[config.mk]
export PLATFORM = sky130hd
export DESIGN_NAME = dbg_guv_cmd_seq
export DESIGN_NICKNAME = d
export VERILOG_FILES = /design/src/rtl/dbg_guv_pkg.sv /design/src/rtl/dbg_guv_cmd_seq_ch.sv /design/src/rtl/dbg_guv_cmd_seq.sv
export SDC_FILE = /design/constraint.sdc
export NUM_CORES = 1
export LEC_CHECK = 0
export CAP_MARGIN = 20
export CORE_UTILIZATION = 40
export CTS_CLUSTER_SIZE = 8
export DETAILED_ROUTE_END_ITERATION = 12
export PLACE_DENSITY = 0.71
export SLEW_MARGIN = 20
export SYNTH_ARGS = -nofsm -noshare
export SYNTH_HDL_FRONTEND = slang
export SYNTH_HIERARCHICAL = 1
export SYNTH_SLANG_ARGS = --single-unit
[constraint.sdc]
create_clock -name clk -period 6.6 [get_ports clk]
set_clock_uncertainty 0.05 [all_clocks]
set_input_delay 1.32 -clock clk [delete_from_list [all_inputs] [get_ports clk]]
set_output_delay 1.32 -clock clk [all_outputs]
set_load 0.005 [all_outputs]
[src/rtl/dbg_guv_pkg.sv]
// dbg_guv_pkg: shared types and constants for the debug-governor command sequencer
// Contents: op/status enums, FSM state type, command and status field offsets,
//           governed-channel indices and a status-word packing helper.
package dbg_guv_pkg;

    typedef enum logic [2:0] {
        OP_NOP    = 3'd0,
        OP_PAUSE  = 3'd1,
        OP_DROP   = 3'd2,
        OP_INJECT = 3'd3,
        OP_LOG    = 3'd4,
        OP_ABORT  = 3'd5,
        OP_ILL6   = 3'd6,
        OP_ILL7   = 3'd7
    } op_e;

    typedef enum logic [1:0] {
        STS_OK     = 2'd0,
        STS_BUSY   = 2'd1,
        STS_BAD_CH = 2'd2,
        STS_BAD_OP = 2'd3
    } sts_e;

    typedef enum logic [1:0] {
        S_IDLE,
        S_DECODE,
        S_RESP
    } seq_state_e;

    typedef enum int {
        CH_RDATA  = 0,
        CH_WDATA  = 1,
        CH_RADDR  = 2,
        CH_AWADDR = 3,
        CH_RESP   = 4
    } ch_id_e;

    localparam int OP_LSB  = 0;
    localparam int CH_LSB  = 3;
    localparam int CNT_LSB = 8;

    localparam int STS_W        = 16;
    localparam int STS_CODE_LSB = 0;
    localparam int STS_OP_LSB   = 2;
    localparam int STS_CH_LSB   = 5;

    function automatic logic [STS_W-1:0] sts_word(input sts_e code, input op_e op, input logic [4:0] ch);
        logic [STS_W-1:0] w;
        w = '0;
        w[STS_CODE_LSB +: 2] = code;
        w[STS_OP_LSB +: 3]   = op;
        w[STS_CH_LSB +: 5]   = ch;
        return w;
    endfunction

endpackage

[src/rtl/dbg_guv_cmd_seq_ch.sv]
// dbg_guv_ch_ctrl: per-channel operation tracker with beat/cycle budget
// Ports: clk, rst (async, active-high); load/abort/mode/count from the sequencer;
//        beat = channel handshake pulse; four mode enables, done pulse, busy flag.
module dbg_guv_ch_ctrl
    import dbg_guv_pkg::*;
#(
    parameter int CNT_W = 16
) (
    input  logic             clk,
    input  logic             rst,
    input  logic             load,
    input  logic             abort,
    input  op_e              mode,
    input  logic [CNT_W-1:0] count,
    input  logic             beat,
    output logic             pause_en,
    output logic             drop_en,
    output logic             inject_en,
    output logic             log_en,
    output logic             done,
    output logic             busy
);

    logic             active;
    logic             unbounded;
    op_e              mode_q;
    logic [CNT_W-1:0] remaining;
    logic             dec;

    // PAUSE burns budget every cycle; the other modes only on channel beats
    assign dec       = active && !unbounded && remaining != '0 && (mode_q == OP_PAUSE || beat);
    assign busy      = active;
    assign pause_en  = active && mode_q == OP_PAUSE;
    assign drop_en   = active && mode_q == OP_DROP;
    assign inject_en = active && mode_q == OP_INJECT;
    assign log_en    = active && mode_q == OP_LOG;

    // abort beats a same-cycle final decrement, so no done pulse on abort
    always_ff @(posedge clk or posedge rst) begin
        if (rst) begin
            active    <= 1'b0;
            unbounded <= 1'b0;
            mode_q    <= OP_NOP;
            remaining <= '0;
            done      <= 1'b0;
        end else begin
            done <= 1'b0;
            if (abort) begin
                active <= 1'b0;
            end else if (load) begin
                active    <= 1'b1;
                mode_q    <= mode;
                remaining <= count;
                unbounded <= count == '0;
            end else if (dec) begin
                remaining <= remaining - 1'b1;
                if (remaining == CNT_W'(1)) begin
                    active <= 1'b0;
                    done   <= 1'b1;
                end
            end
        end
    end

endmodule

[src/rtl/dbg_guv_cmd_seq.sv]
// dbg_guv_cmd_seq: command/status sequencer dispatching governor ops to NUM_CH channels
// Ports: clk, rst (async, active-high); cmd_in AXI-Stream slave (32-bit commands);
//        sts_out AXI-Stream master (16-bit status); ch_beat per-channel beat pulses;
//        pause_en/drop_en/inject_en/log_en per-channel enables; ch_done budget-expiry pulses.
module dbg_guv_cmd_seq
    import dbg_guv_pkg::*;
#(
    parameter int NUM_CH = CH_RESP + 1,
    parameter int CNT_W  = 16
) (
    input  logic              clk,
    input  logic              rst,
    input  logic [31:0]       cmd_in_TDATA,
    input  logic              cmd_in_TVALID,
    output logic              cmd_in_TREADY,
    output logic [STS_W-1:0]  sts_out_TDATA,
    output logic              sts_out_TVALID,
    input  logic              sts_out_TREADY,
    input  logic [NUM_CH-1:0] ch_beat,
    output logic [NUM_CH-1:0] pause_en,
    output logic [NUM_CH-1:0] drop_en,
    output logic [NUM_CH-1:0] inject_en,
    output logic [NUM_CH-1:0] log_en,
    output logic [NUM_CH-1:0] ch_done
);

    seq_state_e        state;
    logic [31:0]       cmd_q;
    op_e               op;
    logic [4:0]        ch;
    logic [CNT_W-1:0]  cnt;
    logic [31:0]       busy_ext;
    logic              chan_op;
    sts_e              code;
    logic              apply;
    logic [NUM_CH-1:0] busy;
    logic [NUM_CH-1:0] load;
    logic [NUM_CH-1:0] abort;

    // busy is widened so out-of-range channel indices read as idle
    always_comb begin
        op       = op_e'(cmd_q[OP_LSB +: 3]);
        ch       = cmd_q[CH_LSB +: 5];
        cnt      = CNT_W'(cmd_q >> CNT_LSB);
        busy_ext = 32'(busy);
        chan_op  = op inside {OP_PAUSE, OP_DROP, OP_INJECT, OP_LOG};
        code     = (op == OP_ILL6 || op == OP_ILL7)               ? STS_BAD_OP :
                   (op != OP_NOP && {27'd0, ch} >= 32'(NUM_CH))   ? STS_BAD_CH :
                   (chan_op && busy_ext[ch])                      ? STS_BUSY   : STS_OK;
        apply    = state == S_DECODE && code == STS_OK;
    end

    // TREADY is registered, so it first rises one edge after reset release
    always_ff @(posedge clk or posedge rst) begin
        if (rst) begin
            state          <= S_IDLE;
            cmd_q          <= '0;
            cmd_in_TREADY  <= 1'b0;
            sts_out_TVALID <= 1'b0;
            sts_out_TDATA  <= '0;
        end else begin
            case (state)
                S_IDLE: begin
                    if (cmd_in_TVALID && cmd_in_TREADY) begin
                        cmd_q         <= cmd_in_TDATA;
                        cmd_in_TREADY <= 1'b0;
                        state         <= S_DECODE;
                    end else begin
                        cmd_in_TREADY <= 1'b1;
                    end
                end
                S_DECODE: begin
                    sts_out_TVALID <= 1'b1;
                    sts_out_TDATA  <= sts_word(code, op, ch);
                    state          <= S_RESP;
                end
                S_RESP: begin
                    if (sts_out_TREADY) begin
                        sts_out_TVALID <= 1'b0;
                        cmd_in_TREADY  <= 1'b1;
                        state          <= S_IDLE;
                    end
                end
                default: state <= S_IDLE;
            endcase
        end
    end

    for (genvar i = 0; i < NUM_CH; i++) begin : g_ch
        assign load[i]  = apply && chan_op && ch == 5'(i);
        assign abort[i] = apply && op == OP_ABORT && ch == 5'(i);
        dbg_guv_ch_ctrl #(.CNT_W(CNT_W)) u_ch (
            .clk       (clk),
            .rst       (rst),
            .load      (load[i]),
            .abort     (abort[i]),
            .mode      (op),
            .count     (cnt),
            .beat      (ch_beat[i]),
            .pause_en  (pause_en[i]),
            .drop_en   (drop_en[i]),
            .inject_en (inject_en[i]),
            .log_en    (log_en[i]),
            .done      (ch_done[i]),
            .busy      (busy[i])
        );
    end

endmodule

==> results.md, run 1 <==
- Pin count of the biggest net entering global routing: 36
- Post-synth EDFFs: 0
- Root Driver: clkbuf_16
- Commonest non-fill, non-tap cell in the layout: dfrtp_1
- Max Cap Viol: 0
- Hold WS: 0.442 ns
- Fin crit period: approximately 4.4 ns
- GPL Wtd Cong: 0.873
- Area occupied by multi-input gates: 5230 um2
- Top_reg_cell synth: dfrtp_1
- Seq/Total Area, Yosys: between 30% and 40%
- Leak pwr: 4.02 nW
- Most frequent cells in the layout: dfrtp_1, nand2_1, nor2_1, clkdlybuf4s50_1, nor4_1
- Critical Path RT: between 6 and 7 ns
- GR Overflow Total: 0
- Min-Delay Startpoint: g_ch[4].u_ch/unbounded
- P&R area growth vs syn: 17.1%
- Fmax achieved: roughly 0.23 GHz
- Filler cells: 2094
- Gr usage total: a little under a quarter
- Average size of a mapped cell: 9.07 um2
- Tcrit/Tclk final: 66.9%
- Die Y: around 150 um
- WHS Path Cells: 2
- First-pass GRT wire length: 44.6 mm
- CTS Buffer Depth: 2
- Crit path DAT: roughly 4.7 ns
- Register area: 3700 um2
- Diode count: 0
- Cts hold-fix bufs: 0
- Initial antenna violation count: 0
- Initial DRC count: 829
- First-pass DRT Iterations: 8
- Post-CTS resize count: 0
- Synth Area in XOR/XNOR: 0%
- Synthesized-area fraction occupied by and/or/nand/nor cells: between 30 and 40%
- Clk sinks: between 100 and 150
- Vias in the first global route: 8277
- Final wirelength: between 20 and 30 mm
- Hold path endpoint: g_ch[4].u_ch/unbounded
- Reg-to-reg slack, setup: 2.19 ns
- Post-Synthesis Cells: between 1000 and 1500
- Compound-Gate Fraction of Synth Area: around 17%
- Final ANT Viol Nets: 0
- FF-to-FF path depth: 8
- Port-buffer cells: 69
- Synth Warn #: 6
- VDD IR max: 0.253 mV
- TritonCTS clock tree: built
- Slew @ Worst Pin: roughly 1.2 ns
- Post-DP HPWL: 18.2 mm
- Endpoints failing setup: 0
- RSZ-0062 raised after global routing: no
- Setup tns final: 0 ns
- Mapped cell area: 9310 um2
- WS Path Type: reg -> reg
- Setup Fix Bufs, Post-CTS: 0
- Crit Reg-Reg Startpoint: state[1]
- Final Hold Violating Endpoints: 0
- Outcome: complete, no violations
- Seq cells post-synth: between 100 and 150
- Critical path endpoint category: register
- Via density: roughly 6.5
- Max H-tree Level: 4
- Fin. max-slew vios: 0
- Multiplexer area fraction after synthesis: 4.63%
- R2R Path End: g_ch[4].u_ch/remaining[4]
- Core area: 22700 um2
- Layout cells sized above 1: 9.52%
- Clk_lat worst skew: 0.43 ns
- Async S/R FF share, synth: 100%
- Nets: between 1000 and 1500
- Max-slew headroom: 20.5%
- Crit start category: register
- Post-synthesis adder-cell area fraction: 1.34%
- TritonCTS Buffers: 17
- Initial Util: between 40 and 50%
- Total Die Area: approximately 24000 um2
- Vias: 8975
- Worst Hold Class: reg -> reg
- Rows: 55
- Power per cell area: about 370 nW/um2
- # DRC: 0
- Max Fanout on Critical Path: 20
- Main combinational cell family by area after synthesis: simple AND/OR/NAND/NOR gates
- Total power: 4.05 mW
- I/O pins: between 80 and 90
- Library cells used by synthesis: 83
- Die X: 155 um
- Clk pin slew, worst setup/hold paths: 0.06 ns
- Routed WL per cell: 20.3 um
==> report_power, final <==
part	internal (mW)	leakage (nW)	total, mW	switching, mW
sequential	1.19	1.66	1.89	0.697
clock	0.767	0.339	1.17	0.405
combinational	0.521	2.02	0.986	0.465
total	2.48	4.02	4.05	1.57
==> Yosys cell counts, drive strengths merged (3+ instances only) <==
master / instances / area, um2
dfrtp: 148 / 3700
nand2: 138 / 518
nor2: 92 / 358
nor4: 67 / 526
nor3: 44 / 236
or4: 37 / 319
inv: 32 / 120
mux2: 32 / 360
or3: 29 / 193
clkbuf: 28 / 105
o21ai: 27 / 139
o211ai: 26 / 230
nand3: 25 / 125
nor3b: 24 / 180
nand4: 23 / 144
a21oi: 22 / 114
a22oi: 22 / 165
buf: 22 / 178
nor2b: 17 / 106
o22ai: 16 / 100
o311ai: 15 / 139
a31oi: 12 / 81.3
ha: 10 / 125
and3: 9 / 61.3
o31a: 9 / 78.8
mux2i: 7 / 70.1
a211oi: 6 / 60.1
nand3b: 6 / 45.0
nor4b: 6 / 67.6
nor4bb: 6 / 60.1
o41ai: 6 / 52.6
or2: 6 / 40.0
o22a: 5 / 43.8
or3b: 5 / 43.8
a221o: 4 / 40.0
o21a: 4 / 30.0
o31ai: 4 / 35.0
o32a: 4 / 40.0
a221oi: 3 / 26.3
a2bb2oi: 3 / 26.3
a311oi: 3 / 26.3
==> critical path, stage by stage, from the launching register on <==
cell and delay (ns):
dfrtp_1 0.46, nand2b_1 0.42, or4_4 0.70, nor4_2 0.76, inv_1 0.63, nor2_2 0.78, a22oi_1 0.18, a21boi_0 0.18
mux2i_1 0.17
==> state kept, by name, summed over array words and instances (netlist names) <==
signal	cells
cmd_q	24
g_ch.u_ch/unbounded	5
sts_out_TVALID	1
g_ch.u_ch/done	5
cmd_in_TREADY	1
g_ch.u_ch/mode_q	15
g_ch.u_ch/busy	5
sts_out_TDATA	10
state	2
g_ch.u_ch/remaining	80
==> kinds of logic after synthesis <==
family	after synthesis
AOI/OAI and AO/OA	205
adders and majority gates	10
buffers and inverters	83
DFF	148
muxes	39
other	1
and+or+nand+nor	540
==> final cells by class <==
class,count,area share [%]
Multi-Input combinational cell,800,48.0
Sequential cell,148,34.0
Timing Repair Buffer,80,7.13
Clock buffer,19,4.16
Tap cell,285,3.27
Clock inverter,13,2.32
Inverter,33,1.14
==> through the flow <==
step | instances | instance area (um2) | setup WS, ns | util (%)
6_report | 1378 | 10900 | 2.19 | 48.0
5_1_grt | 1378 | 10900 | 1.92 | 48.0
4_1_cts | 1377 | 10900 | 2.04 | 47.9
3_5_place_dp | 1345 | 10200 | 2.06 | 44.8
3_3_place_gp | 1345 | 10200 | 2.11 | 44.8
2_1_floorplan | 1031 | 9320 | 3.80 | -
==> layer usage <==
layer / wire (um) / GRT usage (%) / part of all wire (%)
met1: 12000 / 32.8 / 43
met2: 13000 / 36.2 / 46
met3: 2290 / 4.60 / 8.2
met4: 789 / 9.43 / 2.8
met5: 0 / 0 / 0
==> how the worst max path moves through the flow <==
stage | start | end | depth (start not counted)
2_1_floorplan | cmd_q[3] | g_ch[4].u_ch/remaining[14] | 12
3_3_place_gp | state[1] | g_ch[4].u_ch/remaining[4] | 8
3_5_place_dp | state[1] | g_ch[4].u_ch/remaining[4] | 8
4_1_cts | state[1] | g_ch[4].u_ch/remaining[4] | 8
5_1_grt | state[1] | g_ch[4].u_ch/remaining[4] | 8
6_report | state[1] | g_ch[4].u_ch/remaining[4] | 8
Note: power is estimated with default switching activity, not from simulation.
==> run 2, diff against run 1 <==
- PLACE_DENSITY: 0.71 -> 0.73
- clock period: 6.6 -> 3.6 ns (I/O delays scaled with it)
==> results.md, run 2 (synthesis results as in run 1) <==
- RSZ-0062 raised after global routing: no
- Gr usage total: 24.0% (+0.41 points)
- Crit path buffers/inverters: 2 (+1)
- Kind of cell adding the most delay to the critical path: simple AND/OR/NAND/NOR gates
- Critical-path top delay cell: dfrtp_1
- Max Cap Viol: 0 (unchanged)
- Pin count of the biggest net entering global routing: 37 (+2.8%)
- Clk pin slew, worst setup/hold paths: 0.06 ns (about the same)
- Initial DRC count: 720 (-13%)
- Root Driver: clkbuf_16
- Hold path endpoint: sts_out_TDATA[7]
- Crit start category: register
- Register area: 3700 um2 (unchanged)
- Core area: 22700 um2 (unchanged)
- Max Fanout on Critical Path: 13 (-35%)
- Outcome: complete, no violations
- # DRC: 0 (unchanged)
- Vias: 9064 (+0.99%)
- Initial Util: 41.0% (unchanged)
- First-pass GRT wire length: 45.6 mm (+2.2%)
- Area occupied by multi-input gates: 5230 um2 (about the same)
- P&R area growth vs syn: 17.2% (about the same)
- Worst Hold Class: reg -> reg
- Met3 Use GR: 3.64% (-0.95 points)
- WHS Path Cells: 1 (-1)
- Min-Delay Startpoint: sts_out_TDATA[7]
- Tcrit/Tclk final: 86.9% (+20 points)
- Vias in the first global route: 8596 (+3.9%)
- Initial antenna violation count: 0 (unchanged)
- Setup tns final: 0 ns (unchanged)
- VDD IR max: 0.386 mV (+53%)
- Met1 Use GR: 31.8% (-1.0 points)
- Endpoints failing setup: 0 (unchanged)
- Final wirelength: 28.4 mm (+1.2%)
- CP Cell Sequence: nor2_1 > nand4_1 > or4_4 > nor4_4 > buf_4 > nor2b_1 > buf_4 > nor2_1 > o31a_1 > a211oi_1
- GR Overflow Total: 0 (unchanged)
- Diode count: 0 (unchanged)
- Hold WS: 0.440 ns (-0.00109 ns)
- Max H-tree Level: 4 (unchanged)
- Max reg flops: 80 (unchanged)
- Nets: 1150 (+1.7%)
- R2R Path End: g_ch[1].u_ch/remaining[8]
- Routed WL per cell: 20.3 um (-0.18%)
- Most frequent cells in the layout: dfrtp_1, nand2_1, nor2_1, clkdlybuf4s50_1, nor4_1
- Critical path endpoint category: register
- Gr busiest metal: met2
- Cts hold-fix bufs: 0 (unchanged)
- Setup Fix Bufs, Post-CTS: 0 (unchanged)
- GPL Wtd Cong: 0.910 (+4.2%)
- Crit Reg-Reg Startpoint: cmd_q[7]
- Fin. max-slew vios: 0 (unchanged)
- First-pass DRT Iterations: 7 (-1)
- FF-to-FF path depth: 10 (+2)
- Total Die Area: 23900 um2 (unchanged)
- Commonest non-fill, non-tap cell in the layout: dfrtp_1
- Port-buffer cells: 69 (unchanged)
- Clk sinks: 148 (unchanged)
- Max-slew headroom: 39.7% (+19 points)
- Crit path DAT: 3.41 ns (-1.30 ns)
- Filler cells: 2101 (+0.33%)
- Power per cell area: 648 nW/um2 (+74%)
- Post-CTS resize count: 0 (unchanged)
- Layout cells sized above 1: 10.3% (+0.74 points)
- Slew @ Worst Pin: 0.900 ns (-0.289 ns)
- Biggest register: g_ch.u_ch/remaining
- Reg-to-reg slack, setup: 0.47 ns (-1.71 ns)
- Post-DP HPWL: 18.6 mm (+2.2%)
- Die Y: 155 um (unchanged)
- Clk_lat worst skew: 0.43 ns (about the same)
- Rows: 55 (unchanged)
- I/O pins: 84 (unchanged)
- TritonCTS Buffers: 17 (unchanged)
- Fin crit period: 3.13 ns (-1.29 ns)
- Die X: 155 um (unchanged)
- Via density: 6.49 (-0.38%)
- TritonCTS clock tree: built
- Critical Path RT: 3.89 ns (-3.01 ns)
- Final ANT Viol Nets: 0 (unchanged)
- Fmax achieved: 0.320 GHz (+41%)
- GR Util met2: 38.1% (+2.0 points)
- Leak pwr: 4.06 nW (+1.0%)
- CTS Buffer Depth: 2 (unchanged)
- Final Hold Violating Endpoints: 0 (unchanged)
- Slowest cell delay on critical path: 0.51 ns (-0.27 ns)
- Regs by FF count: g_ch.u_ch/remaining: 80 flops, cmd_q: 24 flops, g_ch.u_ch/mode_q: 15 flops
- WS Path Type: reg -> reg
[run 2: final cells by class]
type / instances / share of cell area, %
well taps: 285 / 3.27
repair buffers: 99 / 8.51
clock inverters: 4 / 0.642
inverters: 33 / 1.14
multi-input cells: 800 / 47.9
clock buffers: 28 / 4.55
flip-flops and latches: 148 / 34.0
[run 2: where the power goes]
| group | internal [mW] | switching, mW |
|---|---|---|
| Sequential | 2.19 | 1.24 |
| Combinational | 0.992 | 0.907 |
| Clock | 1.07 | 0.669 |
| Total | 4.26 | 2.81 |
[run 2: stage by stage]
step | cell area [um2] | instances | setup WS [ns] | util [%] | power, mW
CTS | 10900 | 1397 | 0.525 | 48.0 | 7.03
floorplan | 9320 | 1031 | 0.801 | - | 4.25
global placement | 10300 | 1365 | 0.561 | 45.5 | 5.18
finish | 10900 | 1397 | 0.473 | 48.0 | 7.07
global route | 10900 | 1397 | 0.262 | 48.0 | 7.44
detailed placement | 10300 | 1365 | 0.533 | 45.5 | 5.26
[run 2: how the worst max path moves through the flow]
| stage | start | slack (ns) | end | cells after the start |
|---|---|---|---|---|
| after global placement | cmd_q[4] | 0.56 | g_ch[2].u_ch/remaining[12] | 7 |
| after floorplan | cmd_q[3] | 0.80 | g_ch[4].u_ch/remaining[14] | 12 |
| after CTS | cmd_q[4] | 0.53 | g_ch[3].u_ch/remaining[14] | 8 |
| after global routing | cmd_q[7] | 0.26 | g_ch[1].u_ch/remaining[8] | 10 |
| after detailed placement | cmd_q[4] | 0.53 | g_ch[1].u_ch/remaining[8] | 10 |
| final | cmd_q[7] | 0.47 | g_ch[1].u_ch/remaining[8] | 10 |
[run 2: metal layers]
layer  up-vias  share of wire (%)
met5         -                  0
met4         0                3.7
met3        75                7.3
met2       466                 47
met1      4449                 42
li1       4074                  -
==> run 3, diff against run 2 <==
- CELL_PAD_IN_SITES_DETAIL_PLACEMENT: unset -> 1
- CELL_PAD_IN_SITES_GLOBAL_PLACEMENT: unset -> 2
- CORE_UTILIZATION: 40 -> 33
- PLACE_DENSITY: 0.73 -> 0.89
==> results.md, run 3 (synthesis results as in run 1) <==
- Vias in the first global route: 8983 (+4.5%)
- Power per cell area: 649 nW/um2 (+0.11%)
- Vias: 8987 (-0.85%)
- P&R area growth vs syn: 18.5%
- Final WS setup: 0.365 ns (-0.108 ns)
- Critical path endpoint category: register
- Nets: 1154 (+0.35%)
- GR Overflow Total: 0 (unchanged)
- TritonCTS Buffers: 17 (unchanged)
- Initial DRC count: 714 (-0.83%)
- Rows: 61 (+11%)
- Layout cells sized above 1: 11.2% (+0.95 points)
- Util after Layout: 39.7% (-8.3 points)
- Clk pin slew, worst setup/hold paths: 0.06 ns (about the same)
- RSZ-0062 raised after global routing: no
- CTS Buffer Depth: 2 (unchanged)
- Final ANT Viol Nets: 0 (unchanged)
- Post-DP HPWL: 22.0 mm (+18%)
- Clk sinks: 148 (unchanged)
- Endpoints failing setup: 0 (unchanged)
- Routed length on met3: 1.53 mm (-26%)
- Root Driver: clkbuf_16
- Biggest register: g_ch.u_ch/remaining
- Crit start category: register
- Initial Util: 33.5% (-7.5 points)
- Pin count of the biggest net entering global routing: 35 (-5.4%)
- Worst Hold Class: reg -> reg
- Regs by FF count: g_ch.u_ch/remaining: 80 flops, cmd_q: 24 flops, g_ch.u_ch/mode_q: 15 flops
- Register area: 3700 um2 (unchanged)
- Core area: 27800 um2 (+22%)
- VDD IR max: 0.261 mV (-32%)
- Initial antenna violation count: 0 (unchanged)
- Max H-tree Level: 4 (unchanged)
- Fin. max-slew vios: 0 (unchanged)
- Final wirelength: 32.8 mm (+16%)
- Total Die Area: 28900 um2 (+21%)
- Max Fanout on Critical Path: 17 (+4)
- Diode count: 0 (unchanged)
- Slew @ Worst Pin: 0.998 ns (+0.0978 ns)
- Area occupied by multi-input gates: 5230 um2 (unchanged)
- Critical-path top delay cell: or4_4
- Die X: 170 um (+10%)
- Routed length on met2: 15.2 mm (+15%)
- Place WS: 0.437 ns (-0.0966 ns)
- GPL Wtd Cong: 0.852 (-6.3%)
- Port-buffer cells: 69 (unchanged)
- Total power: 7.16 mW (+1.2%)
- Clk_lat worst skew: 0.42 ns (about the same)
- CP Cell Sequence: mux2i_1 > o22ai_1 > or4_4 > nor2_1 > buf_4 > nand2_1 > o21ai_0 > o22ai_1
- Tcrit/Tclk final: 89.9% (+3.0 points)
- WL met1: 14.9 mm (+24%)
- Outcome: complete, no violations
- Setup Fix Bufs, Post-CTS: 0 (unchanged)
- Critical Path RT: 3.83 ns (-0.06 ns)
- Max Cap Viol: 0 (unchanged)
- Filler cells: 3241 (+54%)
- # DRC: 0 (unchanged)
- Max reg flops: 80 (unchanged)
- Fin crit period: 3.24 ns (+0.108 ns)
- Routed WL per cell: 22.0 um (+8.3%)
- Max-slew headroom: 33.4% (-6.3 points)
- Hold WS: 0.443 ns (+0.00282 ns)
- Uppermost routed layer: met4
- WS Path Type: reg -> reg
- Gr usage total: 23.2% (-0.83 points)
- Setup tns final: 0 ns (unchanged)
- Via density: 6.02 (-7.3%)
- Slowest cell delay on critical path: 0.59 ns (+0.08 ns)
- Cts hold-fix bufs: 0 (unchanged)
- Die Y: 170 um (+10%)
- Post-CTS resize count: 0 (unchanged)
- Final Hold Violating Endpoints: 0 (unchanged)
- Leak pwr: 4.05 nW (-0.28%)
- First-pass DRT Iterations: 4 (-3)
- First-pass GRT wire length: 52.2 mm (+15%)
- Crit path DAT: 3.46 ns (+0.05 ns)
- Fmax achieved: 0.309 GHz (-3.3%)
- Commonest non-fill, non-tap cell in the layout: dfrtp_1
- Most frequent CP cell: o22ai_1
- Most frequent cells in the layout: dfrtp_1, nand2_1, nor2_1, clkdlybuf4s50_1, nor4_1
- I/O pins: 84 (unchanged)
- TritonCTS clock tree: built
-- run 3: per-stage QoR --
step	area, um2	cells
after floorplan	9320	1031
after global placement	10500	1462
after detailed placement	10500	1462
after CTS	11000	1494
after global routing	11000	1494
final	11000	1494
-- run 3: area by class of cell --
class                      instances  share of cell area (%)
clock inverter                    13                    1.01
inverter                          33                    1.12
timing repair buffer             103                    8.58
sequential                       148                    33.6
multi-input combinational        800                    47.4
tap                              378                    4.29
clock buffer                      19                    4.02
-- run 3: where the power goes --
part / total, mW / switching, mW / internal [mW]
combinational: 1.95 / 0.961 / 0.986
clock: 1.72 / 0.753 / 0.964
sequential: 3.49 / 1.31 / 2.19
total: 7.16 / 3.02 / 4.14
-- run 3: path summary, 6_finish.rpt --
path / startpoint / end / slack [ns] / depth (start not counted)
setup / recovery: cmd_q[3] / g_ch[2].u_ch/remaining[12] / 0.36 / 8
hold / removal: g_ch[4].u_ch/unbounded / g_ch[4].u_ch/unbounded / 0.44 / 2
setup reg to reg: cmd_q[3] / g_ch[2].u_ch/remaining[12] / 0.36 / 8
hold reg to reg: g_ch[4].u_ch/unbounded / g_ch[4].u_ch/unbounded / 0.44 / 2
max in group asynchronous: rst / g_ch[3].u_ch/remaining[13] / 1.81 / 2
min in group asynchronous: rst / cmd_q[18] / 0.75 / 2
-- run 3: routing by layer --
metal	vias up	GRT usage, %
met1	4579	31.0
met4	0	9.40
met2	271	37.8
met3	57	3.19
met5	-	0
li1	4080	-
-- run 3: worst max-delay path: cells and delay by family, from the launching register on --
family	cells	cell delay, ns
and+or+nand+nor	3	1.44
AOI/OAI and AO/OA	3	0.56
DFF	1	0.54
buffers and inverters	1	0.26
muxes	1	0.24
==> patch 1 (flow settings as in run 1) <==
Make the reset (`rst`) synchronous in 2 clocked blocks. Comments in the files are not updated.
--- a/src/rtl/dbg_guv_cmd_seq_ch.sv
+++ b/src/rtl/dbg_guv_cmd_seq_ch.sv
@@ -38,3 +38,3 @@
     // abort beats a same-cycle final decrement, so no done pulse on abort
-    always_ff @(posedge clk or posedge rst) begin
+    always_ff @(posedge clk) begin
         if (rst) begin
--- a/src/rtl/dbg_guv_cmd_seq.sv
+++ b/src/rtl/dbg_guv_cmd_seq.sv
@@ -53,3 +53,3 @@
     // TREADY is registered, so it first rises one edge after reset release
-    always_ff @(posedge clk or posedge rst) begin
+    always_ff @(posedge clk) begin
         if (rst) begin
Function: differs if rst is asserted again (counterexample within 4 cycles, from zero or initial values and one cycle with rst high); with rst held inactive, the same outputs for 4 cycles.
==> patch 1 against run 1 <==
  * Sequential cell count unchanged
  * Worst setup slack improved by 750 ps
  * Global-route usage fell by 0.22 points
  * Count of clock-buffer cells in the layout unchanged
  * Final area down 9.5%
  * Area after synthesis down 9.1%
  * Routed wire length decreased by 9.5%
  * Largest cell class unchanged
  * Hold slack got worse by 27 ps
  * Highest routed layer is now met5
  * Non-clock buffer count is 3 lower
  * Fmax up 21%
  * Utilization rose by 0.16 points
Power is not compared: it rests on default switching activity, and its combinational part moved more than twofold at a synthesized area within 25%.
==> patch 1: results (changes against run 1) <==
* Status: completed
* # fillers at 1987 (-5.1%)
* Register area share after synthesis at 35.0% (-4.8 points)
* Place WS at 3040 ps (+978 ps)
* First-pass DRT Iterations at 6 (-2)
* Critical Path Fanout Max at 39 (+95%)
* Async S/R FF share, synth at 0% (-100 points)
* Layout cell share with drive strength beyond 1 at 6.42% (-3.1 points)
* First-pass GRT wire length at 40800 µm (-8.6%)
* Commonest cells in the netlist: 207 x nand2_1, 148 x dfxtp_1, 129 x a21oi_1
* Syn Inst Count at 1123 (+9.5%)
* Reg2Reg Launch Point: state[0]
* Initial DRC Count at 919 (+11%)
* Drt total wl at 25400 µm (-9.5%)
* Slowest stage cell, crit path: or4_4
* Number of global-route vias before repair at 7768 (-6.1%)
* Arr. time, crit path at 3920 ps (-790 ps)
* GR Util All Layers at 23.4% (-0.22 points)
* Post-synth cell types at 68 (-18%)
* Initial antenna violation count at 1 (+1)
* Placed Cells incl. Taps at 1407 (+4.6%)
* RePlAce Congestion at 0.827 (-5.2%)
* Final nets at 1207 (+6.7%)
* DR vias/cell at 5.92 (-9.1%)
* Worst slew pin tran at 862 ps (-328 ps)
* WL/cell at 17.6 µm (-13%)
* Largest net degree at the start of global routing at 74 (+110%)
* Primary FF master, synth: dfxtp_1
* DP Wirelength at 16000 µm (-12%)
* Placed cell areas at 0.00925 mm² (-9.1%)
* CP peak stage delay at 620 ps (-160 ps)
* Synth top area cells: dfxtp_1 35%, nand2_1 9.2%, a21oi_1 7.6%, nor2_1 4.4%, nor4_1 2.9%
## patch 1: cell types whose count changed after synthesis, sizes merged, moves of 32 or more
cell    change
a211oi     +35
a21oi     +110
dfrtp     -148
dfxtp     +148
mux2       -32
nand2      +69
o21ai      +38
## patch 1: final cells by class
class	instances	area share, %
inverter	22	0.837
clock buffer	19	4.39
timing repair buffer	77	7.58
multi-input combinational	890	51.9
tap	270	3.42
clock inverter	13	1.86
sequential	148	30.0
## patch 1: routing by layer
metal	share of wire (%)	vias to the layer above	global-route usage, %
met3	6.9	40	4.51
li1	-	4175	-
met1	46	3957	32.6
met4	2.1	2	8.25
met5	0.051	-	0
met2	45	349	35.9
## patch 1: final timing paths
| path | endpoint | slack [ps] | cells after the start |
|---|---|---|---|
| setup / recovery | g_ch[3].u_ch/remaining[9] | 2940 | 9 |
| hold / removal | sts_out_TDATA[2] | 410 | 2 |
| setup reg to reg | g_ch[3].u_ch/remaining[9] | 2940 | 9 |
| hold reg to reg | sts_out_TDATA[2] | 410 | 2 |
## patch 1: report_power, final
group          total (mW)  internal, mW  leakage, nW  switching (mW)
combinational       0.147        0.0639         1.83          0.0827
clock                1.03         0.632        0.293           0.394
sequential          0.945         0.905         1.19          0.0401
## patch 1: critical path: cells and delay by family (launching register included)
kind,cells,cell delay (ps)
buf+inv,1,360
compound gates,3,910
flops,1,430
simple gates,5,1780
## patch 1: cell families after synthesis
| kind of cell | synth area share [%] |
|---|---|
| multiplexers | 1.54 |
| buffers and inverters | 4.84 |
| other | 0.0443 |
| flip-flops | 35.0 |
| XOR/XNOR | 0.621 |
| AO/OA/AOI/OAI | 24.2 |
| adder cells (fa/ha/maj) | 1.48 |
| AND/OR/NAND/NOR | 32.2 |
## patch 1: metrics by stage
| step | util, % | hold slack (ps) | power [mW] |
|---|---|---|---|
| finish | 48.1 | 415 | 2.12 |
| global placement | 45.1 | 401 | 1.11 |
| floorplan | - | 396 | 1.04 |
| detailed placement | 45.1 | 400 | 1.11 |
| global route | 48.1 | 428 | 2.18 |
| CTS | 48.1 | 412 | 2.12 |
==> patch 2 (config.mk and constraints of run 1) <==
Without the edit above. `STS_W`: 16 -> 32.
--- a/src/rtl/dbg_guv_pkg.sv
+++ b/src/rtl/dbg_guv_pkg.sv
@@ -41,3 +41,3 @@
 
-    localparam int STS_W        = 16;
+    localparam int STS_W        = 32;
     localparam int STS_CODE_LSB = 0;
Ports: changed (resized sts_out_TDATA); port bits go from 84 to 100. No check against the original RTL was run, so the function may have changed too.
==> patch 2 against run 1 <==
  * Sequential cell count stayed put
  * Routed wire length is 1.3% lower
  * Worst setup slack better by 810 ps
  * Clock power is 21% lower
  * Final area is 0.17% lower
  * Via count is 1.2% lower
  * Area after synthesis is 1.3% higher
  * Cell count is 3.5% higher
  * Power is 6.3% lower
==> patch 2: results (changes against run 1) <==
* Status: completed
* Post-CTS sizing at 0 (unchanged)
* RePlAce Congestion at 0.882 (+1.0%)
* Placed cell areas at 0.0103 mm² (+1.1%)
* Post-synth cell types at 83 (unchanged)
* Placed Cells incl. Taps at 1391 (+3.4%)
* RR Endpoint: g_ch[4].u_ch/remaining[4]
* Diodes inserted at 0 (unchanged)
* GRT met3 Usage at 4.21% (-0.39 points)
* Metal-1 WL at 11900 µm (-0.29%)
* Arr. time, crit path at 3910 ps (-800 ps)
* Seq power at 1.89 mW (about the same)
* Logic pwr share at 25.9% (+1.6 points)
* Async S/R FF share, synth at 100% (unchanged)
* Register area share after synthesis at 39.3% (-0.51 points)
* IO buf count at 69 (unchanged)
* CTS Buffer Depth at 2 (unchanged)
* Worst r2r path cells at 9 (+1)
* Number of global-route vias before repair at 8110 (-2.0%)
* GR Util All Layers at 23.1% (-0.56 points)
* GRT met1 Usage at 31.7% (-1.1 points)
* WL/cell at 19.4 µm (-4.6%)
* Layout cell share with drive strength beyond 1 at 9.52% (about the same)
* Worst Hold Class: reg2reg
* Top Registers: g_ch.u_ch/remaining: 80 flops, cmd_q: 24 flops, g_ch.u_ch/mode_q: 15 flops
* Fmax at 278 MHz (+22%)
* Metal3 WL at 2380 µm (+3.9%)
* Avg Inst Size Synth at 9.05 µm² (-0.26%)
* Hold Path Depth at 1 (-1)
* Drt total wl at 27700 µm (-1.3%)
* Sw Share at 40.9% (+2.2 points)
* Slowest stage cell, crit path: or4_4
* Critical Path Fanout Max at 20 (unchanged)
* CTS clk-pin slew, worst paths at 60 ps (about the same)
* Largest net degree at the start of global routing at 33 (-8.3%)
* Congestion Overflow GR at 0 (unchanged)
* Total number of yosys warnings at 6 (unchanged)
* Worst VDD drop at 240 µV (-5.0%)
* FF-to-FF setup slack at 3000 ps (+810 ps)
* Initial antenna violation count at 0 (unchanged)
* DR vias/cell at 6.22 (-4.6%)
* Synth top area cells: dfrtp_1 39%, nand2_1 5.5%, mux2_1 3.8%, nor4_1 3.8%, nor2_1 3.5%
* Clock latency on the worst-skew pair at 430 ps (about the same)
* DP Wirelength at 18100 µm (-0.52%)
* Initial DRC Count at 821 (-0.97%)
* P_leak at 4.02 nW (about the same)
* WHS Endpoint: sts_out_TDATA[3]
* Power Total at 3.79 mW (-6.3%)
* Final nets at 1151 (+1.8%)
* Met2 GRT Util at 36.5% (+0.32 points)
* Hold Slack at 437 ps (-4.51 ps)
* Worst slew pin tran at 999 ps (-191 ps)
* Hold_sp: sts_out_TDATA[3]
* Place WS at 2720 ps (+656 ps)
* CP peak stage delay at 700 ps (-80 ps)
* First-pass DRT Iterations at 6 (-2)
* First-pass GRT wire length at 44100 µm (-1.1%)
* WL met2 at 12800 µm (-1.1%)
* CTS H-tree depth at 4 (unchanged)
-- patch 2: cell types whose count changed in the layout (fill, tap and decap cells not counted), moves of 2 or more --
cell,change
buf_4,+2
buf_6,+2
bufinv_16,-6
clkbuf_1,+2
clkinv_2,+2
conb_1,+16
-- patch 2: worst max-delay path: cells and delay by family, from the launching register on --
kind	cells	cell delay (ps)
flip-flops	1	450
AO/OA/AOI/OAI	2	350
AND/OR/NAND/NOR	4	1980
multiplexers	1	150
buffers and inverters	2	530
-- patch 2: layout make-up --
type                    count  area (µm²)
fillers                  2173       12000
multi-input cells         816        5290
flip-flops and latches    148        3700
repair buffers             84         815
clock buffers              20         447
well taps                 313         392
inverters                  33         124
clock inverters            12         108
-- patch 2: kinds of logic after synthesis --
| group | synth area share, % |
|---|---|
| AOI/OAI and AO/OA | 16.6 |
| adders and majority gates | 1.33 |
| buffers and inverters | 5.59 |
| DFF | 39.3 |
| muxes | 4.57 |
| other | 0.0398 |
| and+or+nand+nor | 32.6 |
